**src/rtl/id_ex_stage.sv**
```systemverilog
// ID/EX pipeline register for the 5-stage RV32I core, with load-use hazard detection and bubble counting.
// Latency: one cycle from ID to EX; hazard_o is combinational in the same cycle as the dependent ID instruction.
// Backpressure: stall_i holds every field (writeback is snooped into held operands); flush_i beats stall_i.
//
// Ports:
//   clk_i, rst_i (async, active-low)        clock and reset
//   stall_i, flush_i                        hold stage / kill the instruction being loaded
//   valid_i, pc_i, RS*addr_i, RDaddr_i,
//   rs*_used_i, RS*data_i, imm_i, ctrl_i    decoded ID instruction
//   wb_we_i, wb_rd_i, wb_data_i             writeback port, snooped only while stalled
//   valid_o, pc_o, imm_o, RS*data_o,
//   RS*addr_o, RDaddr_o, ctrl_o             registered EX copies (ctrl_o is zero when valid_o=0)
//   hazard_o                                stall PC and IF/ID this cycle
//   bubble_cnt_o                            load-use bubbles inserted since reset (wraps)
module id_ex_stage #(
    parameter int XLEN   = 32,
    parameter int CTRL_W = 8
) (
    input  logic              clk_i,
    input  logic              rst_i,
    input  logic              stall_i,
    input  logic              flush_i,
    input  logic              valid_i,
    input  logic [XLEN-1:0]   pc_i,
    input  logic [4:0]        RS1addr_i,
    input  logic [4:0]        RS2addr_i,
    input  logic [4:0]        RDaddr_i,
    input  logic              rs1_used_i,
    input  logic              rs2_used_i,
    input  logic [XLEN-1:0]   RS1data_i,
    input  logic [XLEN-1:0]   RS2data_i,
    input  logic [XLEN-1:0]   imm_i,
    input  logic [CTRL_W-1:0] ctrl_i,
    input  logic              wb_we_i,
    input  logic [4:0]        wb_rd_i,
    input  logic [XLEN-1:0]   wb_data_i,
    output logic              valid_o,
    output logic [XLEN-1:0]   pc_o,
    output logic [XLEN-1:0]   imm_o,
    output logic [XLEN-1:0]   RS1data_o,
    output logic [XLEN-1:0]   RS2data_o,
    output logic [4:0]        RS1addr_o,
    output logic [4:0]        RS2addr_o,
    output logic [4:0]        RDaddr_o,
    output logic [CTRL_W-1:0] ctrl_o,
    output logic              hazard_o,
    output logic [31:0]       bubble_cnt_o
);

    // ctrl bit 2 is MemRead: the instruction in EX is a load.
    localparam int MEMREAD_BIT = 2;

    logic ex_is_load;
    logic rs1_dep;
    logic rs2_dep;
    logic snoop_rs1;
    logic snoop_rs2;

    assign ex_is_load = valid_o & ctrl_o[MEMREAD_BIT] & (RDaddr_o != 5'd0);
    assign rs1_dep    = rs1_used_i & (RS1addr_i == RDaddr_o);
    assign rs2_dep    = rs2_used_i & (RS2addr_i == RDaddr_o);

    // A downstream stall freezes EX anyway, so the hazard is irrelevant then;
    // suppressing it keeps the bubble from being counted while frozen.
    assign hazard_o = ex_is_load & valid_i & (rs1_dep | rs2_dep) & ~stall_i;

    // Held operands must track writes that retire while we wait, otherwise
    // the instruction would execute with a value the register file no longer holds.
    assign snoop_rs1 = valid_o & wb_we_i & (wb_rd_i != 5'd0) & (wb_rd_i == RS1addr_o);
    assign snoop_rs2 = valid_o & wb_we_i & (wb_rd_i != 5'd0) & (wb_rd_i == RS2addr_o);

    always_ff @(posedge clk_i or negedge rst_i) begin
        if (!rst_i) begin
            valid_o      <= 1'b0;
            pc_o         <= '0;
            imm_o        <= '0;
            RS1data_o    <= '0;
            RS2data_o    <= '0;
            RS1addr_o    <= '0;
            RS2addr_o    <= '0;
            RDaddr_o     <= '0;
            ctrl_o       <= '0;
            bubble_cnt_o <= '0;
        end else if (flush_i) begin
            // Kill the instruction; data fields load normally since they are dead anyway.
            valid_o   <= 1'b0;
            ctrl_o    <= '0;
            pc_o      <= pc_i;
            imm_o     <= imm_i;
            RS1data_o <= RS1data_i;
            RS2data_o <= RS2data_i;
            RS1addr_o <= RS1addr_i;
            RS2addr_o <= RS2addr_i;
            RDaddr_o  <= RDaddr_i;
        end else if (stall_i) begin
            if (snoop_rs1) begin
                RS1data_o <= wb_data_i;
            end
            if (snoop_rs2) begin
                RS2data_o <= wb_data_i;
            end
        end else if (hazard_o) begin
            // Insert one bubble; the dependent instruction is held upstream
            // and reloads next cycle once the load has left EX.
            valid_o      <= 1'b0;
            ctrl_o       <= '0;
            bubble_cnt_o <= bubble_cnt_o + 32'd1;
        end else begin
            // RS*data_i is already bypassed by the register file for same-cycle WB.
            valid_o   <= valid_i;
            ctrl_o    <= valid_i ? ctrl_i : '0;
            pc_o      <= pc_i;
            imm_o     <= imm_i;
            RS1data_o <= RS1data_i;
            RS2data_o <= RS2data_i;
            RS1addr_o <= RS1addr_i;
            RS2addr_o <= RS2addr_i;
            RDaddr_o  <= RDaddr_i;
        end
    end

endmodule

```
**config.mk**
```make
export PLATFORM = sky130hd
export DESIGN_NAME = id_ex_stage
export DESIGN_NICKNAME = d
export VERILOG_FILES = /design/src/rtl/id_ex_stage.sv
export SDC_FILE = /design/constraint.sdc
export NUM_CORES = 1
export LEC_CHECK = 0
export BUFFER_PORTS_ARGS = -buffer_cell sky130_fd_sc_hd__buf_2
export CORE_AREA = 2 2 146 148
export CTS_CLUSTER_DIAMETER = 80
export DETAILED_ROUTE_END_ITERATION = 12
export DIE_AREA = 0 0 148 150
export GPL_TIMING_DRIVEN = 1
export PLACE_DENSITY = 0.86
export SYNTH_ARGS = -nofsm -noshare
export SYNTH_HDL_FRONTEND = slang
export SYNTH_SLANG_ARGS = --single-unit
```
**constraint.sdc**
```tcl
create_clock -name clk_i -period 3.3 [get_ports clk_i]
set_input_delay 0.33 -clock clk_i [delete_from_list [all_inputs] [get_ports clk_i]]
set_output_delay 0.33 -clock clk_i [all_outputs]
set_load 0.005 [all_outputs]
```
==> out/qor.csv, run 1 <==
stage;metric;value;unit
placement;Final GP Congestion;0.842;
timing;Slew headroom;0.399;
cts;Gates resized, CTS repair;0;
timing;worst slew pin tran;0.901;ns
grt;GRT Overall Usage;0.279;
synth;Mean Syn Cell Area;9.56;sq um
status;failing checks;DRC;
cts;clock root buffer;clkbuf_16;
cells_and_area;most common cell after layout, fill and taps aside;buf_2;
synth;Netlist Area Pre-Place;0.0102;sq mm
power;power density cells;443;mW/mm^2
placement;DP HPWL;21300;microns
detailed_routing;Via density;6.02;
floorplanning;I/O pins;381;
detailed_routing;antenna-violating nets left;0;
cells_and_area;fill cell count;1694;
detailed_routing;Iter 0 DRT Violations;1275;
cts;hold_buf cts;1;
synth;Synth Register Bits;184;
cts;clk slew on worst S/H paths;0.08;ns
power;Seq pwr share;0.456;
floorplanning;Die X;148;microns
synth;Cells after Synth;1065;
worst_hold_path;Hold Crit Class;in -> reg;
detailed_routing;uppermost layer routed;met5;
critical_path;Worst Path Max Fanout;58;
grt;largest net degree at the start of global routing;121;
timing;Tcrit/Tclk final;0.838;
synth;yosys warns;0;
cells_and_area;# nets final;1582;
power;Combinational Power Share;0.184;
floorplanning;die area;0.0222;sq mm
timing;fmax;362;MHz
floorplanning;Core Area;0.0207;sq mm
cts;H-tree level count;4;
detailed_routing;met2 wire length;16000;microns
synth;async set-reset flop share out of synthesis;1.00;
synth;Post-synth EDFFs;0;
cts;Clock Latency Late Sink;0.43;ns
detailed_routing;vias;10100;
placement;IO Port Bufs;380;
detailed_routing;met3 wire length;2870;microns
detailed_routing;drc violations;2;
grt;first-pass GRT wire length;49900;microns
power;Clock power frac;0.360;
cts;CTS Buf Count;17;
synth;part of the Yosys area used for sequential elements;0.452;
critical_path;critical path type;reg -> reg;
cells_and_area;layout cells sized above 1;0.356;
detailed_routing;Routed WL per cell;19.3;microns
timing;setup TNS;0;ns
synth;Synth area leader;dfrtp_1;
synth;Top FF cell, synth;dfrtp_1;
cells_and_area;Layout area overhead;26.4;%
detailed_routing;DRT Pass-1 Iters;13;
detailed_routing;DRT met1 WL;12600;microns
grt;initial antenna violation count;6;
timing;RSZ-0062 raised after global routing;false;
power;Internal;0.00404;W
timing;fin crit period;2.77;ns
flow_run;Max-Cap Viols;0;
power;LEAKAGE;6.11;nW
cells_and_area;final instance area;0.0129;sq mm
cells_and_area;leading cell types in the layout, fill and taps excluded;buf_2 (378), nand2_1 (254), dfrtp_1 (184), nand3_1 (91);
detailed_routing;DRT Wirelength;32300;microns
cts;postcts setup bufs;0;
power;P_sw;0.00166;W
synth;synth top area cells;dfrtp_1 (45%), nand2_1 (9.4%), a222oi_1 (7.8%), nand4b_1 (6.9%), mux2_2 (6.6%);
timing;Final Hold Viols;0;
grt;vias in the first global route;9420;
critical_path;nature of the critical path endpoint;flop;
critical_path;worst endpoint required time;3.65;ns
timing;Slew Viols, Final;0;
synth;share of the synthesized area in the top cell type;0.452;
timing;final setup violation count;0;
grt;GRT overflow;0;
synth;syn_nets;1262;
floorplanning;die height;150;microns
critical_path;crit path DAT;3.11;ns
cts;Max clock buf depth;2;
timing;Fin Clk Skew;0.0158;ns
floorplanning;Initial Utilization;0.492;
placement;placed cell areas;0.0123;sq mm
cts;CTS tree;built;
critical_path;Worst setup SP type;flop;
cts;clock sink count;184;
power;Sw Share;0.291;
floorplanning;FP Rows;53;
power;Peak VDD IR;0.000330;V
synth;library cells used by synthesis;43;
status;outcome;finished, violations left;
sequential cells by signal, indices dropped and copies added (netlist names):
register	cells
RS1addr_o	5
RDaddr_o	5
bubble_cnt_o	32
imm_o	32
ctrl_o	8
RS2addr_o	5
RS2data_o	32
pc_o	32
valid_o	1
RS1data_o	32
cell families (layout without fill, tap and decap cells):
| kind of cell | Yosys count | in the layout | synth area share |
|---|---|---|---|
| and+or+nand+nor | 566 | 566 | 0.291 |
| DFF | 184 | 184 | 0.452 |
| buffers and inverters | 99 | 431 | 0.0403 |
| AOI/OAI and AO/OA | 97 | 97 | 0.0975 |
| muxes | 67 | 67 | 0.0739 |
| xor gates and xnor gates | 51 | 51 | 0.0439 |
| adders and majority gates | 1 | 1 | 0.00123 |
| other | 0 | 5 | 0 |
layout make-up:
type                       count  area (sq um)  share of cell area
antenna                        5          12.5            0.000973
clock buffer                  19           443              0.0344
clock inverter                12           138              0.0107
inverter                       4          15.0             0.00117
multi-input combinational    782          5210               0.405
sequential                   184          4600               0.358
tap                          275           344              0.0267
timing repair buffer         396          2100               0.163
per-layer routing:
layer  GRT usage  vias to the layer above
li1            -                     4546
met1       0.370                     4931
met2       0.452                      552
met3      0.0625                       69
met4      0.0986                        2
met5           0                        -
power groups by stage:
stage	clock, W	combinational [W]	sequential (W)
floorplan	0	0.000511	0.00263
global placement	0	0.00101	0.00262
detailed placement	0	0.00104	0.00263
CTS	0.00209	0.00105	0.00259
global route	0.00218	0.00115	0.00262
finish	0.00205	0.00105	0.00260
worst max-delay path, cell delays in order (launching register included):
cell and delay (ns):
dfrtp_1 0.46, or4_4 0.59, o2111ai_4 0.22, buf_4 0.40, buf_4 0.62, a222oi_1 0.22
nand3_1 0.15
worst paths after layout:
kind,from,end,slack (ns),cells after the start
max,RDaddr_o[1],RDaddr_o[1],0.53,6
min,ctrl_i[4],ctrl_o[4],0.11,2
max reg2reg,RDaddr_o[1],RDaddr_o[1],0.53,6
min reg2reg,bubble_cnt_o[31],bubble_cnt_o[31],0.48,1
max in group asynchronous,rst_i,RS2data_o[2],1.97,3
min in group asynchronous,rst_i,RS1data_o[24],0.53,2
cell usage after synthesis, types with 3 or more instances:
| library cell | count |
|---|---|
| nand4b_1 | 80 |
| inv_1 | 4 |
| a22o_1 | 8 |
| dfrtp_1 | 184 |
| nor4_1 | 14 |
| buf_1 | 8 |
| nand3_1 | 91 |
| nand4_1 | 12 |
| mux2_1 | 5 |
| a222oi_1 | 79 |
| buf_6 | 3 |
| xnor2_1 | 24 |
| nor3_1 | 11 |
| nor2_1 | 12 |
| mux2_2 | 60 |
| buf_2 | 4 |
| clkbuf_1 | 77 |
| xor2_1 | 27 |
| nor2b_1 | 81 |
| buf_4 | 3 |
| nand2_1 | 254 |
metrics by stage:
step            util  setup WS, ns  total power [W]  hold WS (ns)  instances
2_1_floorplan      -          1.08          0.00314        0.0344       1065
3_3_place_gp   0.593         0.695          0.00364         0.447       1640
3_5_place_dp   0.593         0.620          0.00368         0.454       1640
4_1_cts        0.621         0.588          0.00573        0.0909       1672
5_1_grt        0.622         0.402          0.00595        0.0918       1677
6_report       0.622         0.534          0.00570         0.112       1677
No activity file was read; power rests on OpenSTA's default activity.
==> inputs of run 2 (changes only) <==
Settings changed: ABC_AREA set to 1, CORE_AREA 2 2 146 148 to 2 2 149 151, DIE_AREA 0 0 148 150 to 0 0 151 153, PLACE_DENSITY 0.86 to 0.78.
Clock period 3.3 ns to 2.6 ns, I/O delays scaled along.
==> out/qor.csv, run 2 <==
stage;metric;value;unit;change
synth;most common cell in the netlist;nand2_1;;
synth;mux share of post-synthesis cell area;0;;-0.0739
grt;largest net degree at the start of global routing;145;;+20%
cts;Clock Latency Late Sink;0.43;ns;about the same
grt;first-pass GRT wire length;46700;microns;-6.5%
placement;DP HPWL;21900;microns;+2.8%
cells_and_area;most common cell after layout, fill and taps aside;nand2_1;;
placement;IO Port Bufs;380;;unchanged
synth;Post-synth EDFFs;0;;unchanged
timing;Final WS setup;0.488;ns;-0.0465 ns
synth;syn_nets;1410;;+12%
detailed_routing;met3 wire length;1930;microns;-33%
detailed_routing;DRT Pass-1 Iters;7;;-6
cells_and_area;# nets final;1764;;+12%
critical_path;crit path cell chain;inv_2 -> nand2_1 -> nand2_1 -> nor2_1 -> nand3_1 -> nand2_1 -> nand2_1 -> inv_1 -> buf_2;;
synth;library cells used by synthesis;23;;-47%
timing;Tcrit/Tclk final;0.812;;
grt;GRT Overall Usage;0.259;;-0.0199
cts;Gates resized, CTS repair;0;;unchanged
synth;async set-reset flop share out of synthesis;1.00;;unchanged
detailed_routing;Iter 0 DRT Violations;598;;-53%
timing;RSZ-0062 raised after global routing;false;;
floorplanning;FP Rows;54;;+1.9%
floorplanning;I/O pins;381;;unchanged
detailed_routing;Routed WL per cell;16.0;microns;-17%
synth;part of the Yosys area used for sequential elements;0.510;;+0.0578
synth;Synth Register Bits;184;;unchanged
cts;H-tree level count;4;;unchanged
power;Peak VDD IR;0.000418;V;+27%
cts;CTS tree;built;;
cells_and_area;Layout area overhead;30.4;%;
grt;GRT overflow;0;;unchanged
timing;Slew Viols, Final;0;;unchanged
cells_and_area;post-layout util;0.548;;-0.0739
synth;Synth Area in Simple Gates;0.402;;+0.111
detailed_routing;DRT met1 WL;12200;microns;-3.0%
cells_and_area;final instance area;0.0118;sq mm;-8.5%
timing;fmax;473;MHz;
detailed_routing;DRT Wirelength;29700;microns;-7.9%
detailed_routing;antenna-violating nets left;0;;unchanged
synth;largest family of logic cells by synthesized area;simple AND/OR/NAND/NOR gates;;
floorplanning;Die X;151;microns;+2.0%
timing;Slew headroom;0.565;;+0.166
synth;yosys warns;0;;unchanged
detailed_routing;uppermost layer routed;met4;;
flow_run;Max-Cap Viols;0;;unchanged
status;outcome;completed;;
placement;placed cell areas;0.0111;sq mm;-9.1%
timing;setup TNS;0;ns;unchanged
critical_path;largest stage delay on the critical path;0.40;ns;-0.22 ns
cells_and_area;layout cells sized above 1;0.281;;-0.0752
timing;Fin Clk Skew;0.0109;ns;-0.00490 ns
critical_path;r2r setup slk;0.59;ns;+0.06 ns
grt;initial antenna violation count;3;;-3
timing;worst slew pin tran;0.652;ns;-0.249 ns
timing;Final Hold Viols;0;;unchanged
synth;share of the synthesized area in the top cell type;0.510;;+0.0578
power;power density cells;592;mW/mm^2;+34%
synth;Post-Synth XOR/XNOR Area;0.0349;;-0.00895
critical_path;Worst setup SP type;flop;;
floorplanning;die area;0.0231;sq mm;+4.1%
worst_hold_path;Hold Crit Class;in -> reg;;
power;LEAKAGE;6.81;nW;+11%
placement;Final GP Congestion;0.970;;+15%
critical_path;crit path DAT;1.85;ns;-1.26 ns
critical_path;worst endpoint required time;2.34;ns;-1.31 ns
critical_path;Worst Path Max Fanout;10;;-83%
detailed_routing;drc violations;0;;-2
synth;Synth area leader;dfrtp_1;;
floorplanning;Initial Utilization;0.420;;-0.0719
detailed_routing;met2 wire length;14500;microns;-9.3%
synth;Netlist Area Pre-Place;0.00903;sq mm;-11%
cts;clk slew on worst S/H paths;0.07;ns;about the same
synth;Mean Syn Cell Area;7.44;sq um;-22%
synth;complex-gate fraction of the synthesized area;0.00333;;-0.0941
cts;clock sink count;184;;unchanged
grt;vias in the first global route;8961;;-4.9%
cts;Max clock buf depth;2;;unchanged
synth;synth top area cells;dfrtp_1 (51%), nand2_1 (27%), nand3_1 (8.5%), nor2_1 (2.5%), xnor2_1 (2.4%);;
synth;Top FF cell, synth;dfrtp_1;;
cts;CTS Buf Count;17;;unchanged
detailed_routing;vias;9267;;-8.2%
timing;fin crit period;2.11;ns;
critical_path;critical path type;reg -> out;;
floorplanning;Core Area;0.0215;sq mm;+3.8%
cells_and_area;leading cell types in the layout, fill and taps excluded;nand2_1 (660), buf_2 (379), dfrtp_1 (184), nand3_1 (153), nor2_1 (59);;
detailed_routing;Via density;4.98;;-17%
synth;most frequent cells after synthesis;nand2_1 (661), dfrtp_1 (184), nand3_1 (153), nor2_1 (59), buf_2 (29);;
critical_path;Top cell by count, worst path;nand2_1;;
floorplanning;die height;153;microns;+2.0%
critical_path;nature of the critical path endpoint;output pin;;
timing;final setup violation count;0;;unchanged
synth;Cells after Synth;1213;;+14%
synth;Synth Area in Adders;0.00139;;+0.000157
placement;Setup WS pre-CTS;0.612;ns;-0.00784 ns
cts;clock root buffer;clkbuf_16;;
critical_path;Slowest-stage cell, CP;dfrtp_1;;
==> run 2: cell count changes after synthesis, moves of 14 or more <==
cell / before / now
nand2_1: 254 / 661
nor2b_1: 81 / 0
nand4b_1: 80 / 0
a222oi_1: 79 / 0
nand3_1: 91 / 153
mux2_2: 60 / 0
clkbuf_1: 77 / 21
nor2_1: 12 / 59
buf_2: 4 / 29
inv_1: 4 / 21
xor2_1: 27 / 11
nor4_1: 14 / 0
==> run 2: area by class of cell <==
type,instances,area [sq um]
clock buffers,19,443
clock inverters,12,164
well taps,280,350
fillers,2066,9710
diodes,3,7.51
repair buffers,396,2090
multi-input cells,939,4000
inverters,29,109
flip-flops and latches,184,4600
==> run 2: worst max-delay path, delay by kind of cell, from the launching register on <==
family / cells / cell delay (ns)
buffers and inverters: 3 / 0.30
flip-flops: 1 / 0.40
AND/OR/NAND/NOR: 6 / 0.73
==> run 2: per-layer routing <==
layer,vias up,GRT usage
li1,4477,-
met1,4334,0.327
met2,374,0.427
met3,82,0.0552
met4,0,0.113
met5,-,0
==> run 2: timing repair <==
action	in CTS	in global routing
hold endpoints to repair	55	0
hold buffers	1	0
buffers inserted	0	0
==> run 2: final timing paths <==
| path | depth (start not counted) | end | start |
|---|---|---|---|
| max | 9 | hazard_o | RDaddr_o[3] |
| min | 3 | ctrl_o[2] | ctrl_i[2] |
| max reg2reg | 9 | RS1data_o[29] | RDaddr_o[3] |
| min reg2reg | 2 | imm_o[10] | imm_o[10] |
| max in group asynchronous | 3 | RS1data_o[3] | rst_i |
| min in group asynchronous | 2 | bubble_cnt_o[17] | rst_i |
==> run 2: logic make-up after synthesis <==
kind of cell | after synthesis
flip-flops | 184
adder cells (fa/ha/maj) | 1
AND/OR/NAND/NOR | 896
XOR/XNOR | 36
buffers and inverters | 90
AO/OA/AOI/OAI | 6
==> run 2: power breakdown <==
| group | total, W | leakage (nW) | internal (W) | switching (W) |
|---|---|---|---|---|
| Clock | 0.00275 | 0.283 | 0.00155 | 0.00120 |
| Combinational | 0.00101 | 4.23 | 0.000438 | 0.000568 |
| Sequential | 0.00321 | 2.29 | 0.00307 | 0.000139 |
==> run 2: per-stage QoR <==
step	hold WS, ns	std cells	total power (W)
after floorplan	-0.0356	1213	0.00368
after global placement	0.272	1827	0.00425
after detailed placement	0.283	1827	0.00428
after CTS	0.0335	1859	0.00702
after global routing	0.0383	1862	0.00728
final	0.0539	1862	0.00697
==> inputs of run 3 (changes only) <==
Settings changed: CORE_AREA 2 2 149 151 to 2 2 147 149, DIE_AREA 0 0 151 153 to 0 0 149 151, PLACE_DENSITY 0.78 to 0.82.
Clock period 2.6 ns to 1.89 ns, I/O delays scaled along.
==> out/qor.csv, run 3 (same netlist as run 2, synthesis figures left out) <==
stage;metric;value;unit;change
flow_run;Max-Cap Viols;0;;unchanged
cells_and_area;# diodes;0;;-3
detailed_routing;DRT Pass-1 Iters;5;;-2
critical_path;nature of the critical path endpoint;flop;;
placement;Setup WS pre-CTS;-0.0311;ns;-0.643 ns
critical_path;critical path type;reg -> reg;;
worst_hold_path;Hold Crit Class;in -> reg;;
detailed_routing;Iter 0 DRT Violations;510;;-15%
grt;met2 usage;0.446;;+0.0188
timing;Slew Viols, Final;0;;unchanged
power;power density cells;746;mW/mm^2;+26%
timing;worst slew pin tran;0.523;ns;-0.129 ns
timing;final setup violation count;0;;unchanged
floorplanning;die area;0.0225;sq mm;-2.6%
worst_hold_path;hold_sp;ctrl_i[7];;
cts;H-tree level count;4;;unchanged
critical_path;crit path cell chain;xor2_1 -> nor3_1 -> nand2_1 -> nand2_2 -> buf_4 -> nand3_1 -> nand2_1;;
cells_and_area;leading cell types in the layout, fill and taps excluded;nand2_1 (658), buf_2 (379), dfrtp_1 (183), nand3_1 (153), dlygate4sd3_1 (68);;
cts;Max clock buf depth;2;;unchanged
floorplanning;Core Area;0.0208;sq mm;-3.1%
detailed_routing;Via density;5.07;;+1.8%
placement;placed cell areas;0.0113;sq mm;+1.3%
cts;clock root buffer;clkbuf_16;;
critical_path;Worst Path Max Fanout;19;;+9
placement;Final GP Congestion;0.901;;-7.1%
detailed_routing;Routed WL per cell;16.3;microns;+2.1%
cells_and_area;layout cells sized above 1;0.281;;+0.000618
floorplanning;die height;151;microns;-1.3%
critical_path;worst-case reg-to-reg path depth;7;;-2
timing;Final WS setup;0.106;ns;-0.382 ns
critical_path;Worst setup SP type;flop;;
grt;first-pass GRT wire length;47700;microns;+2.1%
detailed_routing;antenna-violating nets left;0;;unchanged
cells_and_area;# nets final;1854;;+5.1%
detailed_routing;DRT Wirelength;31700;microns;+6.5%
grt;met1 usage;0.335;;+0.00773
floorplanning;I/O pins;381;;unchanged
worst_hold_path;worst hold stages;3;;unchanged
grt;GRT Overall Usage;0.268;;+0.00934
critical_path;crit path DAT;2.14;ns;+0.29 ns
floorplanning;Die X;149;microns;-1.3%
power;Peak VDD IR;0.000561;V;+34%
cts;clock sink count;184;;unchanged
floorplanning;FP Rows;53;;-1.9%
status;outcome;completed;;
critical_path;Slowest-stage cell, CP;dfrtp_1;;
timing;Tcrit/Tclk final;0.944;;
timing;final hold slack;0.0166;ns;-0.0373 ns
cells_and_area;final instance area;0.0128;sq mm;+8.7%
grt;initial antenna violation count;0;;-3
power;LEAKAGE;7.28;nW;+6.9%
floorplanning;Initial Utilization;0.434;;+0.0134
grt;GRT overflow;0;;unchanged
timing;Slew headroom;0.651;;+0.0862
critical_path;Reg-to-Reg Start;RS2addr_o[3];;
cts;CTS Buf Count;17;;unchanged
detailed_routing;drc violations;0;;unchanged
cells_and_area;most common cell after layout, fill and taps aside;nand2_1;;
placement;DP HPWL;21700;microns;-1.2%
cells_and_area;Layout area overhead;41.7;%;
timing;fmax;560;MHz;
detailed_routing;vias;9846;;+6.2%
critical_path;Critical Path Source;RS2addr_o[3];;
critical_path;largest stage delay on the critical path;0.41;ns;about the same
cts;Clock Latency Late Sink;0.42;ns;about the same
cts;CTS tree;built;;
timing;fin crit period;1.78;ns;
critical_path;Top cell by count, worst path;nand2_1;;
critical_path;worst endpoint required time;2.25;ns;-0.09 ns
grt;vias in the first global route;9453;;+5.5%
placement;IO Port Bufs;380;;unchanged
grt;GRT busiest layer;met2;;
cts;clk slew on worst S/H paths;0.07;ns;about the same
grt;M3 GR Usage;0.0657;;+0.0104
grt;largest net degree at the start of global routing;108;;-26%
timing;Fin Clk Skew;0.0142;ns;+0.00334 ns
timing;Final Hold Viols;0;;unchanged
timing;RSZ-0062 raised after global routing;true;;
## run 3: changes by cell type in the layout (fill, tap and decap cells not counted), sizes merged
cell / change
diode: -3
clkinv: +1
inv: -1
buf: +17
bufinv: -1
dlygate4sd3: +67
clkbuf: +7
clkinvlp: -1
## run 3: cell type report
type                       count  area [sq um]
clock buffer                  20           457
inverter                      29           114
fill                        1789          8030
timing repair buffer         486          3100
multi-input combinational    939          4050
sequential                   184          4610
tap                          275           344
clock inverter                10           119
## run 3: metal layers
layer | share of wire | vias to the layer above
met5 | 0 | -
met4 | 0.036 | 0
met3 | 0.084 | 89
met2 | 0.49 | 493
met1 | 0.39 | 4595
li1 | - | 4669
## run 3: critical path: cells and delay by family (launching register included)
kind | cells | cell delay (ns)
DFF | 1 | 0.41
buffers and inverters | 1 | 0.32
and+or+nand+nor | 5 | 0.83
xor gates and xnor gates | 1 | 0.15
## run 3: worst paths after layout
| check | endpoint | slack [ns] |
|---|---|---|
| worst max-delay path | RS2data_o[15] | 0.11 |
| max in group asynchronous | RS1addr_o[4] | 0.91 |
| min in group asynchronous | bubble_cnt_o[17] | 0.32 |
| worst max register to register | RS2data_o[15] | 0.11 |
| worst min register to register | imm_o[10] | 0.47 |
| worst min-delay path | ctrl_o[7] | 0.02 |
## run 3: power breakdown
part	internal, W	switching, W
registers	0.00423	0.000186
clock network	0.00202	0.00154
logic	0.000732	0.000834
total	0.00698	0.00256
## run 3: stage by stage
| stage | total power, W | util | setup TNS, ns | instances |
|---|---|---|---|---|
| final | 0.00953 | 0.614 | 0 | 1943 |
| after global routing | 0.00996 | 0.614 | -0.385 | 1943 |
| after CTS | 0.00956 | 0.604 | -0.0415 | 1933 |
| after detailed placement | 0.00589 | 0.542 | -0.0491 | 1835 |
| after global placement | 0.00586 | 0.542 | 0 | 1835 |
| after floorplan | 0.00506 | - | 0 | 1213 |
## run 3: timing repair
item                                    in CTS  in global routing
hold buffers                                68                  0
endpoints found under the setup margin      35                169
cloned                                       0                  5
setup buffers                                0                  5
pin swaps                                    0                  3
resized for setup                            4                 15
endpoints found under the hold margin      115                  0
